**src/rtl/probe_req_queue.sv**
```systemverilog
// Request front-end for the probe buffer: buffers probe commands with their taint,
// issues them one at a time and returns the captured result over a valid/ready channel.
module probe_req_queue #(
    parameter int          DEPTH      = 4,
    parameter logic [63:0] SECRET_CMD = 64'hAF1B_608E_883D_0000
) (
    input  logic        clock,
    input  logic        reset,
    input  logic        req_valid,
    output logic        req_ready,
    input  logic [63:0] req_data,
    input  logic [63:0] req_data_taint,
    output logic        pb_wen,
    output logic        pb_wen_taint,
    output logic [63:0] pb_write,
    output logic [63:0] pb_write_taint,
    input  logic [63:0] pb_read,
    input  logic [63:0] pb_read_taint,
    output logic        resp_valid,
    input  logic        resp_ready,
    output logic [63:0] resp_data,
    output logic [63:0] resp_taint,
    output logic        resp_secret,
    output logic [31:0] issue_count,
    output logic [15:0] secret_count
);

    localparam int PTR_W = $clog2(DEPTH);
    localparam int CNT_W = PTR_W + 1;

    typedef enum logic [1:0] {
        ST_IDLE  = 2'd0,
        ST_ISSUE = 2'd1,
        ST_RESP  = 2'd2
    } state_t;

    state_t             state_r;
    logic [63:0]        data_mem_r  [DEPTH];
    logic [63:0]        taint_mem_r [DEPTH];
    logic [PTR_W-1:0]   wr_ptr_r;
    logic [PTR_W-1:0]   rd_ptr_r;
    logic [CNT_W-1:0]   count_r;
    logic               is_secret_r;
    logic               enq_s;
    logic               deq_s;

    // Full is judged from the registered count only, so req_ready never depends on req_valid.
    assign req_ready    = (count_r != CNT_W'(DEPTH));
    assign enq_s        = req_valid && req_ready;
    assign deq_s        = (state_r == ST_IDLE) && (count_r != CNT_W'(0));
    assign pb_wen_taint = 1'b0;

    // Entry storage: command word and its taint are written together.
    always_ff @(posedge clock) begin
        if (enq_s) begin
            data_mem_r[wr_ptr_r]  <= req_data;
            taint_mem_r[wr_ptr_r] <= req_data_taint;
        end
    end

    // Queue pointers and occupancy; pointers wrap naturally since DEPTH is a power of two.
    always_ff @(posedge clock) begin
        if (reset) begin
            wr_ptr_r <= PTR_W'(0);
            rd_ptr_r <= PTR_W'(0);
            count_r  <= CNT_W'(0);
        end else begin
            if (enq_s) begin
                wr_ptr_r <= wr_ptr_r + PTR_W'(1);
            end
            if (deq_s) begin
                rd_ptr_r <= rd_ptr_r + PTR_W'(1);
            end
            case ({enq_s, deq_s})
                2'b10:   count_r <= count_r + CNT_W'(1);
                2'b01:   count_r <= count_r - CNT_W'(1);
                default: count_r <= count_r;
            endcase
        end
    end

    // Issue/response sequencer: one command outstanding, result captured at the end of ISSUE.
    always_ff @(posedge clock) begin
        if (reset) begin
            state_r        <= ST_IDLE;
            pb_wen         <= 1'b0;
            pb_write       <= 64'd0;
            pb_write_taint <= 64'd0;
            is_secret_r    <= 1'b0;
            resp_valid     <= 1'b0;
            resp_data      <= 64'd0;
            resp_taint     <= 64'd0;
            resp_secret    <= 1'b0;
            issue_count    <= 32'd0;
            secret_count   <= 16'd0;
        end else begin
            case (state_r)
                ST_IDLE: begin
                    if (deq_s) begin
                        pb_write       <= data_mem_r[rd_ptr_r];
                        pb_write_taint <= taint_mem_r[rd_ptr_r];
                        is_secret_r    <= (data_mem_r[rd_ptr_r] == SECRET_CMD);
                        pb_wen         <= 1'b1;
                        state_r        <= ST_ISSUE;
                    end
                end
                ST_ISSUE: begin
                    // The probe buffer has updated pb_read on the negedge inside this cycle.
                    pb_wen      <= 1'b0;
                    resp_data   <= pb_read;
                    resp_taint  <= pb_read_taint;
                    resp_secret <= is_secret_r;
                    resp_valid  <= 1'b1;
                    issue_count <= issue_count + 32'd1;
                    if (is_secret_r && (secret_count != 16'hFFFF)) begin
                        secret_count <= secret_count + 16'd1;
                    end
                    state_r <= ST_RESP;
                end
                ST_RESP: begin
                    if (resp_ready) begin
                        resp_valid <= 1'b0;
                        state_r    <= ST_IDLE;
                    end
                end
                default: begin
                    pb_wen     <= 1'b0;
                    resp_valid <= 1'b0;
                    state_r    <= ST_IDLE;
                end
            endcase
        end
    end

endmodule

```
**config.mk**
```make
export PLATFORM = sky130hd
export DESIGN_NAME = probe_req_queue
export DESIGN_NICKNAME = d
export VERILOG_FILES = /design/src/rtl/probe_req_queue.sv
export SDC_FILE = /design/constraint.sdc
export NUM_CORES = 1
export LEC_CHECK = 0
export CELL_PAD_IN_SITES_DETAIL_PLACEMENT = 1
export CELL_PAD_IN_SITES_GLOBAL_PLACEMENT = 1
export CORE_UTILIZATION = 46
export CTS_CLUSTER_SIZE = 14
export DETAILED_ROUTE_END_ITERATION = 12
export GPL_ROUTABILITY_DRIVEN = 0
export PLACE_DENSITY_LB_ADDON = 0.1
export SLEW_MARGIN = 20
export SYNTH_ARGS = -nofsm -noshare
export SYNTH_HDL_FRONTEND = slang
export SYNTH_SLANG_ARGS = --single-unit
```
**constraint.sdc**
```tcl
create_clock -name clock -period 10.9 [get_ports clock]
set_input_delay 2.18 -clock clock [delete_from_list [all_inputs] [get_ports clock]]
set_output_delay 2.18 -clock clock [all_outputs]
set_load 0.005 [all_outputs]
```
==> flow_metrics.env, run 1 <==
export IMPL_p_per_area_nw_per_um2=244
export IMPL_worstPathMaxFanout=69
export IMPL_die_w_um=258
export IMPL_synth_mux_area_frac=0.0965
export IMPL_crit_arrival_ps=4660
export IMPL_layout_setup_ws_ps=6480
export IMPL_preCtsSetupSlack_ps=5760
export IMPL_p_sw_frac=0.303
export IMPL_finalClockSkew_ps=19.2
export IMPL_yosysWarnings=0
export IMPL_antenna_found_initial=21
export IMPL_synth_top_family_by_area="simple AND/OR/NAND/NOR gates"
export IMPL_postRouteAntennaNets=0
export IMPL_grt_pass1_vias=20700
export IMPL_layout_common_cells="clkdlybuf4s50_1, nand2_1, edfxtp_1, dfxtp_1, a21oi_1"
export IMPL_setup_viol=0
export IMPL_wl_per_cell_um=24.6
export IMPL_clk_pin_slew_ps=60
export IMPL_max_slew_margin=0.270
export IMPL_outcome="finished clean"
export IMPL_synth_edf_count=512
export IMPL_hold_slack_ps=452
export IMPL_ctsHtreeMaxLevel=3
export IMPL_intPower_mw=6.70
export IMPL_yosysSeqAreaShare=0.723
export IMPL_avgSynthCellArea_um2=14.1
export IMPL_cts_made_buffers=87
export IMPL_synthesis_nets=2408
export IMPL_post_cts_setup_buffer_count=0
export IMPL_synth_simple_area_share=0.0967
export IMPL_dpl_hpwl_um=58800
export IMPL_ios=569
export IMPL_syn_area_um2=30100
export IMPL_hold_viol=0
export IMPL_max_vdd_ir_drop_uv=168
export IMPL_mostFrequentLayoutCell="clkdlybuf4s50_1"
export IMPL_vias_per_cell=5.42
export IMPL_max_freq_ghz=0.226
export IMPL_path_class="in -> reg"
export IMPL_finalSetupTns_ps=0
export IMPL_drv_slew=0
export IMPL_drive_above_1_share=0.105
export IMPL_drt_first_pass_iters=5
export IMPL_fin_nets=2953
export IMPL_fin_crit_sh=0.406
export IMPL_num_vias=19600
export IMPL_synth_seq_cells=831
export IMPL_seqPwrFrac=0.437
export IMPL_cts_sinks=831
export IMPL_p_switching_mw=2.91
export IMPL_drt_iter0_markers=1145
export IMPL_syn2layout_area_growth_pct=30.9
export IMPL_overflow=0
export IMPL_port_buffers=567
export IMPL_grt_max_degree=170
export IMPL_post_route_min_period_ps=4420
export IMPL_grt_total_usage=0.265
export IMPL_ctsResizeCount=0
export IMPL_cts_tree="done"
export IMPL_pwr_share_comb=0.260
export IMPL_cap_violations=0
export IMPL_startpoint_type="primary input"
export IMPL_clock_path_buffers=3
export IMPL_synth_compound_area_share=0.0515
export IMPL_initial_core_util=0.466
export IMPL_cts_root_buf="clkbuf_16"
export IMPL_drc_errors=0
export IMPL_insertion_delay_ps=640
export IMPL_final_core_util=0.610
export IMPL_die_y_um=258
export IMPL_core_um2=64600
export IMPL_synth_main_ff_cell="edfxtp_1"
export IMPL_worstPathRequired_ps=11140
export IMPL_drt_total_wl_um=89200
export IMPL_syn_inst=2140
export IMPL_synthAdderAreaFrac=0.00357
export IMPL_critPathCaptureType="register"
export IMPL_std_cell_rows=93
export IMPL_p_clk_frac=0.303
export IMPL_async_flop_share=0
export IMPL_dieArea_um2=66500
export IMPL_holdCritPathClass="reg -> reg"
export IMPL_cts_hold_buf=0
export IMPL_p_leak_nw=12.9
export IMPL_worst_slew_pin_slew_ps=1100
export IMPL_grt_pass1_wl_um=132000
export IMPL_yosysUniqueCellTypes=49
export IMPL_synth_xor_area_frac=0.00960
export IMPL_rsz0062_at_grt="false"
metrics by stage:
step	power [mW]	cell area [um^2]	std cells
5_1_grt	10.0	39400	3622
3_3_place_gp	6.68	36500	3449
2_1_floorplan	5.44	30100	2140
3_5_place_dp	6.78	36500	3449
6_report	9.61	39400	3623
4_1_cts	9.72	39300	3612
flip-flops by register name, indices dropped and copies added, names as in the netlist, 16 cells and up, named ones only:
register	count
resp_data	64
issue_count	32
pb_write_taint	64
taint_mem_r	256
secret_count	16
data_mem_r	256
resp_taint	64
pb_write	64
worst max-delay path, cell delays in order:
cell and delay [ps]:
clkdlybuf4s50_1 550, and3_4 880, buf_4 930
per-layer routing:
metal,up-vias,wire (um),GRT usage
met5,-,113,0
met4,16,2580,0.0894
met3,142,5220,0.0548
met2,603,46800,0.477
met1,9993,34500,0.316
li1,8876,-,-
final cells by class:
class	count	area [um^2]
clock buffer	122	2460
sequential	831	21800
antenna	9	22.5
timing repair buffer	584	5860
fill	6176	25200
multi-input combinational	1164	7810
clock inverter	41	355
inverter	17	66.3
tap	855	1070
power by group through the flow:
stage | combinational, mW | clock (mW) | sequential (mW)
3_5_place_dp | 2.51 | 0 | 4.27
3_3_place_gp | 2.44 | 0 | 4.23
6_report | 2.50 | 2.92 | 4.20
5_1_grt | 2.69 | 3.09 | 4.26
4_1_cts | 2.54 | 2.97 | 4.21
2_1_floorplan | 1.29 | 0 | 4.16
kinds of logic (layout without fill, tap and decap cells):
kind of cell / count (synthesis) / in the layout
mux: 130 / 130
xor+xnor: 33 / 33
simple gates: 688 / 688
fa+ha+maj: 8 / 8
other cells: 1 / 10
buf+inv: 145 / 764
flops: 831 / 831
compound gates: 304 / 304
synth_stat cells (all sizes together), types with 8 or more instances:
cell type  instances  share of area
a21oi            280          0.047
and3               8         0.0017
buf               25         0.0043
clkbuf           103          0.013
dfxtp            319           0.21
edfxtp           512           0.51
inv               16         0.0020
mux4             128          0.096
nand2            531          0.066
nand3             18         0.0030
nand4             11         0.0023
nor2              47         0.0059
nor4               9         0.0019
o21ai             12         0.0020
or3               14         0.0029
or4               12         0.0031
xnor2             23         0.0067
xor2              10         0.0029
final timing paths:
kind | cells after the start | end | start | slack, ps
worst max-delay path | 3 | taint_mem_r[1][36] | req_valid | 6480
worst min-delay path | 2 | resp_data[24] | resp_data[24] | 450
worst max register to register | 9 | count_r[2] | state_r[0] | 7360
worst min register to register | 2 | resp_data[24] | resp_data[24] | 450
Note: power is estimated with default switching activity, not from simulation.
==> run 2, diff against run 1 <==
Settings changed: CORE_UTILIZATION 46 to 38.
Clock period 10.9 ns to 3.58 ns, I/O delays scaled along.
==> flow_metrics.env, run 2 (synthesis gave the netlist of run 1 again) <==
export IMPL_ios=569
export IMPL_grt_total_usage=0.217
export IMPL_worstHoldStart="pb_write_taint[19]"
export IMPL_drt_first_pass_iters=5
export IMPL_cts_hold_buf=0
export IMPL_outcome="finished clean"
export IMPL_wl_per_cell_um=23.2
export IMPL_worstPathMaxFanout=26
export IMPL_drive_above_1_share=0.119
export IMPL_post_cts_setup_buffer_count=0
export IMPL_insertion_delay_ps=640
export IMPL_crit_arrival_ps=3530
export IMPL_dieArea_um2=80400
export IMPL_worstPathRequired_ps=4140
export IMPL_initial_core_util=0.386
export IMPL_cap_violations=0
export IMPL_placed_area_um2=37200
export IMPL_finalClockSkew_ps=34.7
export IMPL_postRouteAntennaNets=0
export IMPL_drt_iter0_markers=837
export IMPL_layout_common_cells="clkdlybuf4s50_1, nand2_1, edfxtp_1, dfxtp_1, a21oi_1"
export IMPL_max_slew_margin=0.253
export IMPL_holdCritPathClass="reg -> reg"
export IMPL_drt_total_wl_um=88700
export IMPL_finalSetupTns_ps=0
export IMPL_fin_nets=2982
export IMPL_clk_pin_slew_ps=60
export IMPL_cts_tree="done"
export IMPL_overflow=0
export IMPL_grt_max_degree=151
export IMPL_hold_viol=0
export IMPL_p_per_area_nw_per_um2=745
export IMPL_mostFrequentLayoutCell="clkdlybuf4s50_1"
export IMPL_die_w_um=283
export IMPL_crit_path_end="is_secret_r"
export IMPL_ctsHtreeMaxLevel=3
export IMPL_startpoint_type="register"
export IMPL_setup_viol=0
export IMPL_die_y_um=283
export IMPL_final_core_util=0.516
export IMPL_max_vdd_ir_drop_uv=635
export IMPL_vias_per_cell=5.06
export IMPL_cts_root_buf="clkbuf_16"
export IMPL_critPathCaptureType="register"
export IMPL_syn2layout_area_growth_pct=33.7
export IMPL_core_um2=78000
export IMPL_crit_path_top_delay_cell="dfxtp_4"
export IMPL_rrSetupSlack_ps=610
export IMPL_slowest_delay_ps=660
export IMPL_cts_sinks=831
export IMPL_top_regs="data_mem_r x256, taint_mem_r x256"
export IMPL_post_route_min_period_ps=2970
export IMPL_antenna_found_initial=14
export IMPL_clock_path_buffers=3
export IMPL_ctsResizeCount=0
export IMPL_worstPathCellList="buf_12 -> buf_4 -> mux4_2 -> nand4b_1 -> nor3b_1 -> nand4_1 -> o21ai_1"
export IMPL_r2r_end="is_secret_r"
export IMPL_port_buffers=567
export IMPL_grt_pass1_vias=20500
export IMPL_cts_made_buffers=92
export IMPL_dpl_hpwl_um=60200
export IMPL_fin_crit_sh=0.830
export IMPL_stdcell_area_um2=40300
export IMPL_drc_errors=0
export IMPL_path_class="reg -> reg"
export IMPL_grt_pass1_wl_um=132000
export IMPL_drv_slew=0
export IMPL_p_leak_nw=13.2
export IMPL_std_cell_rows=102
export IMPL_worst_slew_pin_slew_ps=1120
export IMPL_max_freq_ghz=0.336
export IMPL_num_vias=19400
export IMPL_rr_worst_depth=7
export IMPL_rsz0062_at_grt="false"
==> run 2: cell types whose count changed in the layout (fill, tap and decap cells not counted), sizes merged <==
cell      previous run  this run
inv                 23        18
clkinv              30        33
diode                9         3
clkbuf             122       117
buf                 18        42
bufinv               4        10
clkinvlp             1         5
==> run 2: per-stage QoR <==
stage                     worst slack, ps  hold slack [ps]  power [mW]  cells
after global routing                  360              472        31.4   3828
after global placement                559              442        20.7   3660
final                                 607              452        30.0   3829
after floorplan                       831              453        16.5   2140
after detailed placement              476              447        20.9   3660
after CTS                             418              455        30.5   3826
==> run 2: layout make-up <==
| type | instances | area [um^2] |
|---|---|---|
| clock inverter | 49 | 556 |
| antenna | 3 | 7.51 |
| clock buffer | 117 | 2500 |
| fill | 7633 | 37700 |
| inverter | 17 | 66.3 |
| timing repair buffer | 608 | 6250 |
| sequential | 831 | 21800 |
| multi-input combinational | 1164 | 7810 |
| tap | 1040 | 1300 |
==> run 2: worst min-delay path by stage <==
stage | cells after the start | to
2_1_floorplan | 2 | pb_write[0]
3_3_place_gp | 2 | resp_taint[59]
3_5_place_dp | 2 | resp_data[43]
4_1_cts | 2 | resp_data[43]
5_1_grt | 2 | resp_data[33]
6_report | 2 | pb_write_taint[19]
==> run 2: worst max-delay path, delay by kind of cell (launching register included) <==
kind,cells,cell delay (ps)
AOI/OAI and AO/OA,1,190
buffers and inverters,2,560
DFF,1,660
muxes,1,550
and+or+nand+nor,3,890
==> run 2: per-layer routing <==
metal | routed length (um) | vias to the layer above | track usage | share of wire
met4 | 1760 | 16 | 0.0481 | 0.020
met1 | 34800 | 9767 | 0.253 | 0.39
met3 | 6400 | 124 | 0.0691 | 0.072
li1 | - | 8938 | - | -
met5 | 103 | - | 0 | 0.0012
met2 | 45700 | 521 | 0.388 | 0.52
==> run 2: report_power, final <==
part / total [mW] / switching [mW] / internal [mW] / leakage (nW)
logic: 7.88 / 4.21 / 3.67 / 4.36
registers: 12.6 / 0.848 / 11.8 / 7.30
clock network: 9.50 / 3.84 / 5.66 / 1.50
total: 30.0 / 8.90 / 21.1 / 13.2
